==> config.mk <==
export PLATFORM = sky130hd
export DESIGN_NAME = instruction_fetch_unit
export DESIGN_NICKNAME = d
export VERILOG_FILES = /design/src/rtl/instruction_fetch_unit.sv
export SDC_FILE = /design/constraint.sdc
export NUM_CORES = 1
export LEC_CHECK = 0
export ABC_CLOCK_PERIOD_IN_PS = 2490
export BUFFER_PORTS_ARGS = -buffer_cell sky130_fd_sc_hd__buf_4
export CELL_PAD_IN_SITES_DETAIL_PLACEMENT = 0
export CELL_PAD_IN_SITES_GLOBAL_PLACEMENT = 1
export CORE_AREA = 4 4 171 173
export CTS_BUF_LIST = sky130_fd_sc_hd__clkbuf_4 sky130_fd_sc_hd__clkbuf_8
export DETAILED_ROUTE_END_ITERATION = 10
export DIE_AREA = 0 0 175 177
export PLACE_DENSITY_LB_ADDON = 0.1
export SYNTH_ARGS = -nofsm -noshare
export SYNTH_HDL_FRONTEND = slang
export SYNTH_SLANG_ARGS = --single-unit
==> constraint.sdc <==
create_clock -name clk -period 2.49 [get_ports clk]
set_clock_uncertainty 0.1 [all_clocks]
set_input_delay 0.249 -clock clk [delete_from_list [all_inputs] [get_ports clk]]
set_output_delay 0.249 -clock clk [all_outputs]
set_load 0.05 [all_outputs]
==> src/rtl/instruction_fetch_unit.sv <==
// rtl/instruction_fetch_unit.sv - single-outstanding instruction fetch unit with redirect and misalignment fault
module instruction_fetch_unit #(
  parameter logic [31:0] RESET_PC = 32'h0000_0000
) (
  input  logic        clk,
  input  logic        reset_n,
  output logic        mem_req,
  output logic [31:0] mem_addr,
  input  logic        mem_ack,
  input  logic [31:0] mem_rdata,
  output logic [31:0] instruction,
  output logic        instr_valid,
  input  logic        instr_ready,
  output logic [31:0] pc,
  input  logic        redirect,
  input  logic [31:0] redirect_pc,
  output logic        fault
);

  typedef enum logic [1:0] {
    IDLE  = 2'd0,
    FETCH = 2'd1,
    HOLD  = 2'd2,
    FAULT = 2'd3
  } state_t;

  state_t      state;
  logic [31:0] fetch_pc;
  logic        pend_valid;   // aligned redirect seen while a request is outstanding
  logic [31:0] pend_pc;
  logic        pend_fault;   // misaligned redirect seen while a request is outstanding

  logic redirect_bad;
  assign redirect_bad = redirect && (redirect_pc[1:0] != 2'b00);

  // Fetch FSM; every output is a register. Entering FETCH leaves mem_req low for
  // one cycle, which gives the per-instruction bubble and the post-discard gap.
  always_ff @(posedge clk or negedge reset_n) begin
    if (!reset_n) begin
      state       <= IDLE;
      fetch_pc    <= RESET_PC;
      pend_valid  <= 1'b0;
      pend_pc     <= 32'h0;
      pend_fault  <= 1'b0;
      mem_req     <= 1'b0;
      mem_addr    <= 32'h0;
      instruction <= 32'h0;
      instr_valid <= 1'b0;
      pc          <= 32'h0;
      fault       <= 1'b0;
    end else begin
      case (state)
        IDLE: begin
          if (redirect_bad) begin
            fault <= 1'b1;
            state <= FAULT;
          end else begin
            if (redirect) fetch_pc <= redirect_pc;
            state <= FETCH;
          end
        end

        FETCH: begin
          if (!mem_req) begin
            // No request outstanding: a redirect here simply replaces the address.
            if (redirect_bad) begin
              fault <= 1'b1;
              state <= FAULT;
            end else if (redirect) begin
              fetch_pc <= redirect_pc;
              mem_req  <= 1'b1;
              mem_addr <= redirect_pc;
            end else begin
              mem_req  <= 1'b1;
              mem_addr <= fetch_pc;
            end
          end else begin
            // Request outstanding: it is never withdrawn, redirects are remembered.
            if (redirect_bad) begin
              fault      <= 1'b1;
              pend_fault <= 1'b1;
            end else if (redirect && !pend_fault) begin
              pend_valid <= 1'b1;
              pend_pc    <= redirect_pc;
            end
            if (mem_ack) begin
              mem_req    <= 1'b0;
              mem_addr   <= 32'h0;
              pend_valid <= 1'b0;
              pend_fault <= 1'b0;
              if (pend_fault || redirect_bad) begin
                state <= FAULT;
              end else if (redirect) begin
                fetch_pc <= redirect_pc;
              end else if (pend_valid) begin
                fetch_pc <= pend_pc;
              end else begin
                instruction <= mem_rdata;
                pc          <= fetch_pc;
                fetch_pc    <= fetch_pc + 32'd4;
                instr_valid <= 1'b1;
                state       <= HOLD;
              end
            end
          end
        end

        HOLD: begin
          if (redirect_bad) begin
            instr_valid <= 1'b0;
            fault       <= 1'b1;
            state       <= FAULT;
          end else if (redirect) begin
            instr_valid <= 1'b0;
            fetch_pc    <= redirect_pc;
            state       <= FETCH;
          end else if (instr_ready) begin
            instr_valid <= 1'b0;
            state       <= FETCH;
          end
        end

        FAULT: begin
          mem_req     <= 1'b0;
          mem_addr    <= 32'h0;
          instr_valid <= 1'b0;
          fault       <= 1'b1;
        end

        default: state <= IDLE;
      endcase
    end
  end

endmodule

Word level (Yosys, flattened, before mapping)
Index checks and enable logic that the tools add are counted.
Widths: inputs -> output; s select.
{ "totals": {"register_bits": 167, "input_bits": 69, "word_cells": 97} }
{ "classes": {"n_addsub": 1, "eq_ne": 17, "muxes": 42, "bitwise": 4, "reduce_logical": 22} }
{ "op_table": {"columns": ["operator", "count"], "rows": [
  ["$mux 32", 10],
  ["$pmux 32 s2", 2],
  ["$add 32x3->32 const B", 1],
  ["$mux 2", 10],
  ["$mux 1", 16],
  ["$ne 2x2->1 const B", 6],
  ["$ne 3x3->1 const B", 4],
  ["$ne 4x4->1 const B", 3],
  ["$reduce_and 6->1", 2],
  ["$reduce_bool 2->1", 5],
  ["$reduce_and 3->1", 3],
  ["$reduce_and 4->1", 2],
  ["$reduce_and 7->1", 1],
  ["$pmux 2 s3", 1],
  ["$reduce_bool 3->1", 2],
  ["$eq 2x2->1 const B", 2],
  ["$not 1->1", 4],
  ["$pmux 1 s2", 2],
  ["$pmux 1 s3", 1],
  ["$reduce_or 3->1", 1],
  ["$eq 2x1->1 const B", 1],
  ["$logic_and 1x1->1", 2],
  ["$logic_not 2->1", 1],
  ["$ne 2x1->1 const B", 1],
  ["3 further kinds", 3]
]} }

Longest topological paths before layout
Gate-level depths: netlist of the first run.
{ "depth": {"word_depth": 7, "ltp_mapped": 9} }

Least setup slack after synthesis of the first run
Ideal clock, no wire load.
{ "synth_timing": {"path_type": "register to register", "startpoint": "register mem_req", "endpoint": "register fetch_pc[18]", "setup_time_ns": 0.123, "t_arrival_ns": 2.024, "t_required_ns": 2.267, "slack_ns": 0.244, "stages_incl_launch_ff": 9, "path_buffers": 3, "period_less_slack_ns": 2.246, "cell_sequence": "dfrtp_1 > buf_2 > and3b_1 > buf_2 > nand3_1 > buf_2 > a221oi_1 > a21oi_1 > o221a_2"} }
{ "synth_between": {"elab_chain_cells": 2, "word_cells_on_any_way": 5, "cone_classes": "2 x eq/ne; 2 x mux; 1 x reduce/logical"} }
{ "synth_rtl": {"columns": ["item", "line_no", "text"], "rows": [
  ["from (decl)", "7", "output logic mem_req,"],
  ["from (signal assigned)", "45", "mem_req <= 1'b0;"],
  ["from (signal assigned)", "71", "mem_req <= 1'b1;"],
  ["from (signal assigned)", "74", "mem_req <= 1'b1;"],
  ["$ne 3x3->1 (no source line) or $mux 32 (tied branches)", null, null],
  ["$reduce_and 3->1 (no source line) or $pmux 32 s2 (tied branches)", null, null],
  ["to (signal assigned)", "58", "if (redirect) fetch_pc <= redirect_pc;"],
  ["to (signal assigned)", "70", "fetch_pc <= redirect_pc;"],
  ["to (signal assigned)", "94", "fetch_pc <= redirect_pc;"],
  ["to (decl)", "28", "logic [31:0] fetch_pc;"]
]} }
Parallel ways exist; a longest one is shown, timed or not.
A chain may end at the register's enable or synchronous reset.

Worst setup path after layout of the first run
{ "layout_timing": {"startpoint": "register fetch_pc[2]", "endpoint": "register fetch_pc[30]"} }
{ "layout_between": {"elab_chain_cells": 7} }
{ "layout_rtl": {"columns": ["item", "line_no", "text"], "rows": [
  ["$add 32x3->32", "100", "fetch_pc <= fetch_pc + 32'd4;"],
  ["$mux 32", "95", "end else if (pend_valid) begin"],
  ["$mux 32", "93", "end else if (redirect) begin"],
  ["$mux 32", "91", "if (pend_fault || redirect_bad) begin"],
  ["$mux 32", "86", "if (mem_ack) begin"],
  ["$mux 32", "64", "if (!mem_req) begin"],
  ["$pmux 32 s2", "52", "case (state)"]
]} }
Every way passes these cells. The select of a mux whose other input is x is not followed.

==> metrics, run 1 <==
setup violators final=0; Final Hold Viols=0; Async S/R FF share, synth=100%; CP Launch Point=fetch_pc[2]; Synth area leaders=dfrtp_1, nand2_1, mux2_2; placed cell count=1406; dpl hpwl=20200 microns; Reg2Reg Depth=6; Worst Hold Class=in2reg; P_leak=5.53 nW; Final Cycle Share=93.9%; worst-skew pair later-pin latency=0.47 ns; WL per Instance=19.1 microns; critical setup path kind=reg2reg; Clk pwr share=38.3%; H-tree Lvls=4; CP arrival=2.60 ns; Yosys warnings=0; WHS=0.0649 ns; via/cell ratio=4.98; TritonCTS clock tree=built; Iteration-0 DRC Markers=530; CP required=2.75 ns; syn avg cell area=9.40 sq um; fin crit period=2.34 ns; Worst Min Path Start=redirect_pc[1]; unrepaired setup endpoints after global routing=no; Initial Util=29.9%; first-pass GRT wire length=45400 microns; Unique masters post-synth=68; setup_tns=0 ns; core area=0.0276 sq mm; crit end category=register; Final Max Tran Viols=0; chip height=177 microns; Switching Fraction=28.6%; CP Launch Type=register; Die X=175 microns; Slew @ Worst Pin=0.669 ns; initial antenna violation count=0; clock sink count=167; vias post-DR=7486; sequential share of power=53.1%; area delta synth->final=35.6%; final instance area=0.0112 sq mm; worst setup path endpoint=fetch_pc[30]; Gate power share=8.6%; Power Total=5.15 mW; Max Cap Viol=0; vias in the first global route=7644; CP Max Fanout=7; status=complete, no violations; Final Util=40.5%; Final nets=1182; P_int=3.68 mW; area fraction of the dominant cell type after synthesis=50.6%; Fillers=2831; Multi-input gate area=0.00375 sq mm; Antenna Nets Post-Route=0; drt total wl=28700 microns; Netlist Area Pre-Place=0.00826 sq mm; drt pass-1 iters=5; dominant cell type by area after synthesis=dfrtp_1; CTS clock-pin slew for the worst setup and hold paths=0.11 ns; GP Congestion=0.846; sequential-to-total area share from yosys stat=50.6%; final setup margin=0.152 ns; clk buf depth=2; num rows=61; post-synthesis net count=949; cts bufs inserted=17; RR Startpoint=fetch_pc[2]; boundary pin count=168; Cell Area, Placed=0.0102 sq mm; die area=0.0310 sq mm; Worst R2R Setup Slack=0.15 ns; top_reg_cell synth=dfrtp_1; share of cells above drive strength 1=26.5%; CTS resizes=0; synthesis-stage register bit count=167; Post-Layout Cell Count=1503; reg-to-reg critical path endpoint=fetch_pc[30]; # diodes=0; PD cells=460 mW/mm^2; GRT Total Usage=18.7%; sw power=1.47 mW; Post-route DRC=0; area occupied by registers=0.00418 sq mm; number of enable flip-flop cells after synthesis=0; largest net degree at the start of global routing=65; count of mapped cells out of synthesis=879; worst slack, placed=0.214 ns; Worst slew margin=55.4%; highest clock rate=428 MHz; Peak VDD IR=0.229 mV; grt ovf=0; Port Buf Inserts=167; CTS root buf=clkbuf_8
[cells in the final DEF (no fill, tap or decap), types with 5 or more instances in the layout]
master,synthesis,final
dfrtp_1,167,167
buf_4,1,211
and3_1,7,7
a221oi_1,14,14
nor2_1,22,21
dlygate4sd3_1,0,65
inv_6,0,5
nand3_1,25,25
o31ai_1,40,40
nand2_1,267,266
nand4_1,7,7
o22ai_1,7,7
mux2i_1,33,33
a21oi_1,19,19
buf_12,0,6
nor3_1,11,11
clkbuf_8,0,17
a31oi_1,5,5
and2_1,9,9
a221o_1,7,7
o211ai_1,6,6
o21ai_0,29,29
nor4_1,6,6
inv_1,12,12
a21o_1,6,6
mux2_2,31,31
a32o_1,5,5
[area by class of cell]
cell class                      instances  area share [%]
Multi-Input combinational cell        631            33.5
Inverter                               12           0.402
Clock buffer                           17            2.09
Tap cell                              378            4.22
Clock inverter                         15            1.35
Timing Repair Buffer                  283            21.1
Sequential cell                       167            37.3
[critical path: stages, from the launching register on]
cell and delay [ns]:
dfrtp_1 0.48, ha_1 0.27, nand4_2 0.20, or3_1 0.56, nor4_1 0.29, o21ai_0 0.14, a22o_1 0.19
[state kept, by name, summed over array words and instances, names as in the netlist]
name / flops
fault: 1
mem_req: 1
pend_valid: 1
instruction: 32
instr_valid: 1
pend_fault: 1
mem_addr: 32
pend_pc: 32
fetch_pc: 32
pc: 32
state: 2
[worst min-delay path by stage]
| stage | endpoint | slack, ns | cells after the start |
|---|---|---|---|
| after floorplan | fault | -0.15 | 0 |
| after global placement | instruction[31] | 0.20 | 1 |
| after detailed placement | instruction[31] | 0.20 | 1 |
| after CTS | mem_addr[1] | 0.03 | 3 |
| after global routing | mem_addr[0] | 0.06 | 3 |
| final | mem_addr[1] | 0.06 | 3 |
[power groups by stage]
stage / clock network, mW / registers (mW) / logic [mW]
floorplan: 0 / 2.81 / 0.103
global placement: 0 / 2.79 / 0.368
detailed placement: 0 / 2.79 / 0.367
CTS: 2.06 / 2.73 / 0.450
global route: 2.16 / 2.74 / 0.484
finish: 1.97 / 2.73 / 0.443
[cell usage after synthesis, types with 7 or more instances]
cell type    n
buf_2       27
mux2i_1     33
inv_1       12
a221o_1      7
nor2_1      22
and2_1       9
nand4_1      7
nand2_1    267
nor3_1      11
dfrtp_1    167
mux2_2      31
o31ai_1     40
o21ai_0     29
a221oi_1    14
a21oi_1     19
o22ai_1      7
and3_1       7
nand3_1     25
clkbuf_1    36
[routing by layer]
layer	global-route usage, %	part of all wire [%]
met1	26.4	47
met2	30.7	48
met3	3.05	3.9
met4	3.96	1.0
met5	0	0
[cell families (layout without fill, tap and decap cells)]
logic type      Yosys count  after routing  synth area share [%]
mux                      64             64                  8.22
compound gates          185            185                  16.4
fa+ha+maj                 1              1                 0.151
buf+inv                  81            327                  4.24
xor+xnor                  2              2                 0.212
flops                   167            167                  50.6
simple gates            379            379                  20.2
[repair_timing]
| action | CTS | global route |
|---|---|---|
| buffers inserted | 0 | 0 |
| hold buffers | 65 | 0 |
| setup endpoints to repair | 0 | 0 |
| hold endpoints to repair | 125 | 0 |
Power figures use the tool's default switching activity.
==> run 2, diff against run 1 <==
--- a/config.mk
+++ b/config.mk
@@ -13,6 +13,7 @@
 export CTS_BUF_LIST = sky130_fd_sc_hd__clkbuf_4 sky130_fd_sc_hd__clkbuf_8
 export DETAILED_ROUTE_END_ITERATION = 10
 export DIE_AREA = 0 0 175 177
+export GPL_TIMING_DRIVEN = 0
 export PLACE_DENSITY_LB_ADDON = 0.1
 export SYNTH_ARGS = -nofsm -noshare
 export SYNTH_HDL_FRONTEND = slang
==> run 2 against run 1 <==
Critical path depth did not move. Sequential share of layout area rose by 0.36 points. Largest cell class unchanged. Critical endpoint is now fetch_pc[31]. Non-clock buffer count rose by 16. Setup slack got worse by 0.098 ns. Worst hold slack improved by 0.0077 ns.
==> metrics, run 2 (synthesized netlist as in run 1, its figures left out) <==
status=complete, no violations; initial antenna violation count=0; largest net degree at the start of global routing=87; Peak VDD IR=0.258 mV; CP delay by family, top=simple AND/OR/NAND/NOR gates; TritonCTS clock tree=built; crit end category=register; grt ovf=0; critical path cell sequence=buf_2, nand4_1, nor3_4, nand4_1, o31a_1, a41o_1; boundary pin count=168; Cell Area, Placed=0.0100 sq mm; num rows=61; fin crit period=2.44 ns; Initial Util=29.9%; most frequent cells in the layout=nand2_1, buf_4, dfrtp_1, dlygate4sd3_1, o31ai_1; Final Max Tran Viols=0; highest clock rate=410 MHz; via/cell ratio=5.03; clk buf depth=2; area occupied by registers=0.00418 sq mm; Multi-input gate area=0.00380 sq mm; Slew @ Worst Pin=0.987 ns; crit-path max cell delay=0.41 ns; setup violators final=0; P_leak=5.45 nW; core area=0.0276 sq mm; worst slack, placed=-0.655 ns; CP required=2.75 ns; Setup Buffers After CTS=0; vias post-DR=7638; # diodes=0; chip height=177 microns; CP most frequent cell=nand4_1; critical setup path kind=reg2reg; Post-Layout Cell Count=1519; Worst Hold Class=in2reg; GP Congestion=0.842; Antenna Nets Post-Route=0; CP Launch Type=register; vias in the first global route=7756; Iteration-0 DRC Markers=594; Final nets=1198; WL per Instance=20.4 microns; drt pass-1 iters=5; Final Hold Viols=0; Buf/Inv on CP=1; final instance area=0.0111 sq mm; Final Cycle Share=97.8%; drt total wl=31000 microns; final setup margin=0.0537 ns; PD cells=460 mW/mm^2; placed cell count=1423; cts bufs inserted=17; Power Total=5.10 mW; Die X=175 microns; GRT Total Usage=20.0%; CP arrival=2.70 ns; most common cell after layout, fill and taps aside=nand2_1; CTS root buf=clkbuf_8; unrepaired setup endpoints after global routing=yes; die area=0.0310 sq mm; H-tree Lvls=4; Final Util=40.2%; Fillers=2878; area delta synth->final=34.3%; Port Buf Inserts=165; Max Cap Viol=0; share of cells above drive strength 1=25.2%; dpl hpwl=22100 microns; worst-skew pair later-pin latency=0.46 ns; Worst slew margin=34.2%; CP Max Fanout=10; CTS clock-pin slew for the worst setup and hold paths=0.10 ns; first-pass GRT wire length=47500 microns; Post-route DRC=0; CP max stage cell=nor3_4; clock sink count=167
==> run 2: changes by cell type in the layout (fill, tap and decap cells not counted), moves of 3 or more <==
cell / change
clkbuf_4: +3
clkbuf_2: +4
nor3_1: -3
buf_4: -46
clkinv_4: +3
buf_2: +25
buf_12: -6
clkbuf_1: +33
buf_1: +3
==> run 2: final timing paths <==
path	from	to	slack, ns	depth (start not counted)
setup / recovery	fetch_pc[4]	fetch_pc[31]	0.05	6
hold / removal	redirect_pc[1]	fetch_pc[1]	0.07	3
setup reg to reg	fetch_pc[4]	fetch_pc[31]	0.05	6
hold reg to reg	instruction[1]	instruction[1]	0.38	2
max in group asynchronous	reset_n	fetch_pc[28]	1.15	3
min in group asynchronous	reset_n	pc[7]	0.26	2
==> run 2: layout make-up <==
type	count	area share (%)
Clock buffer	19	2.30
Timing Repair Buffer	230	17.2
Sequential cell	167	37.7
Multi-Input combinational cell	631	34.3
Clock inverter	13	1.03
Buffer	69	2.83
Inverter	12	0.406
Tap cell	378	4.26
==> run 2: per-layer routing <==
metal | vias up | GRT usage, % | routed length, microns
met1 | 3767 | 28.3 | 14600
met2 | 221 | 31.8 | 14400
met5 | - | 0 | 0
li1 | 3619 | - | -
met4 | 0 | 4.84 | 506
met3 | 31 | 3.78 | 1520
==> run 2: worst reg2reg max path: cells and delay by family, from the launching register on <==
family,cells,cell delay [ns]
compound gates,2,0.57
buf+inv,1,0.23
flops,1,0.40
simple gates,3,1.04
==> run 2: through the flow <==
step / hold slack [ns] / TNS, ns
2_1_floorplan: -0.147 / 0
3_3_place_gp: 0.338 / -26.80
3_5_place_dp: 0.214 / -7.21
4_1_cts: 0.0286 / 0
5_1_grt: 0.0733 / -0.00978
6_report: 0.0726 / 0
==> run 2: report_power, final <==
group,internal (mW),total (mW),switching [mW]
Sequential,2.72,2.74,0.0157
Combinational,0.197,0.441,0.244
Clock,0.761,1.92,1.16
==> run 2: timing repair <==
item | CTS | global route
resized for setup | 9 | 14
endpoints found under the setup margin | 56 | 86
hold endpoints to repair | 151 | 0
hold buffers | 64 | 0
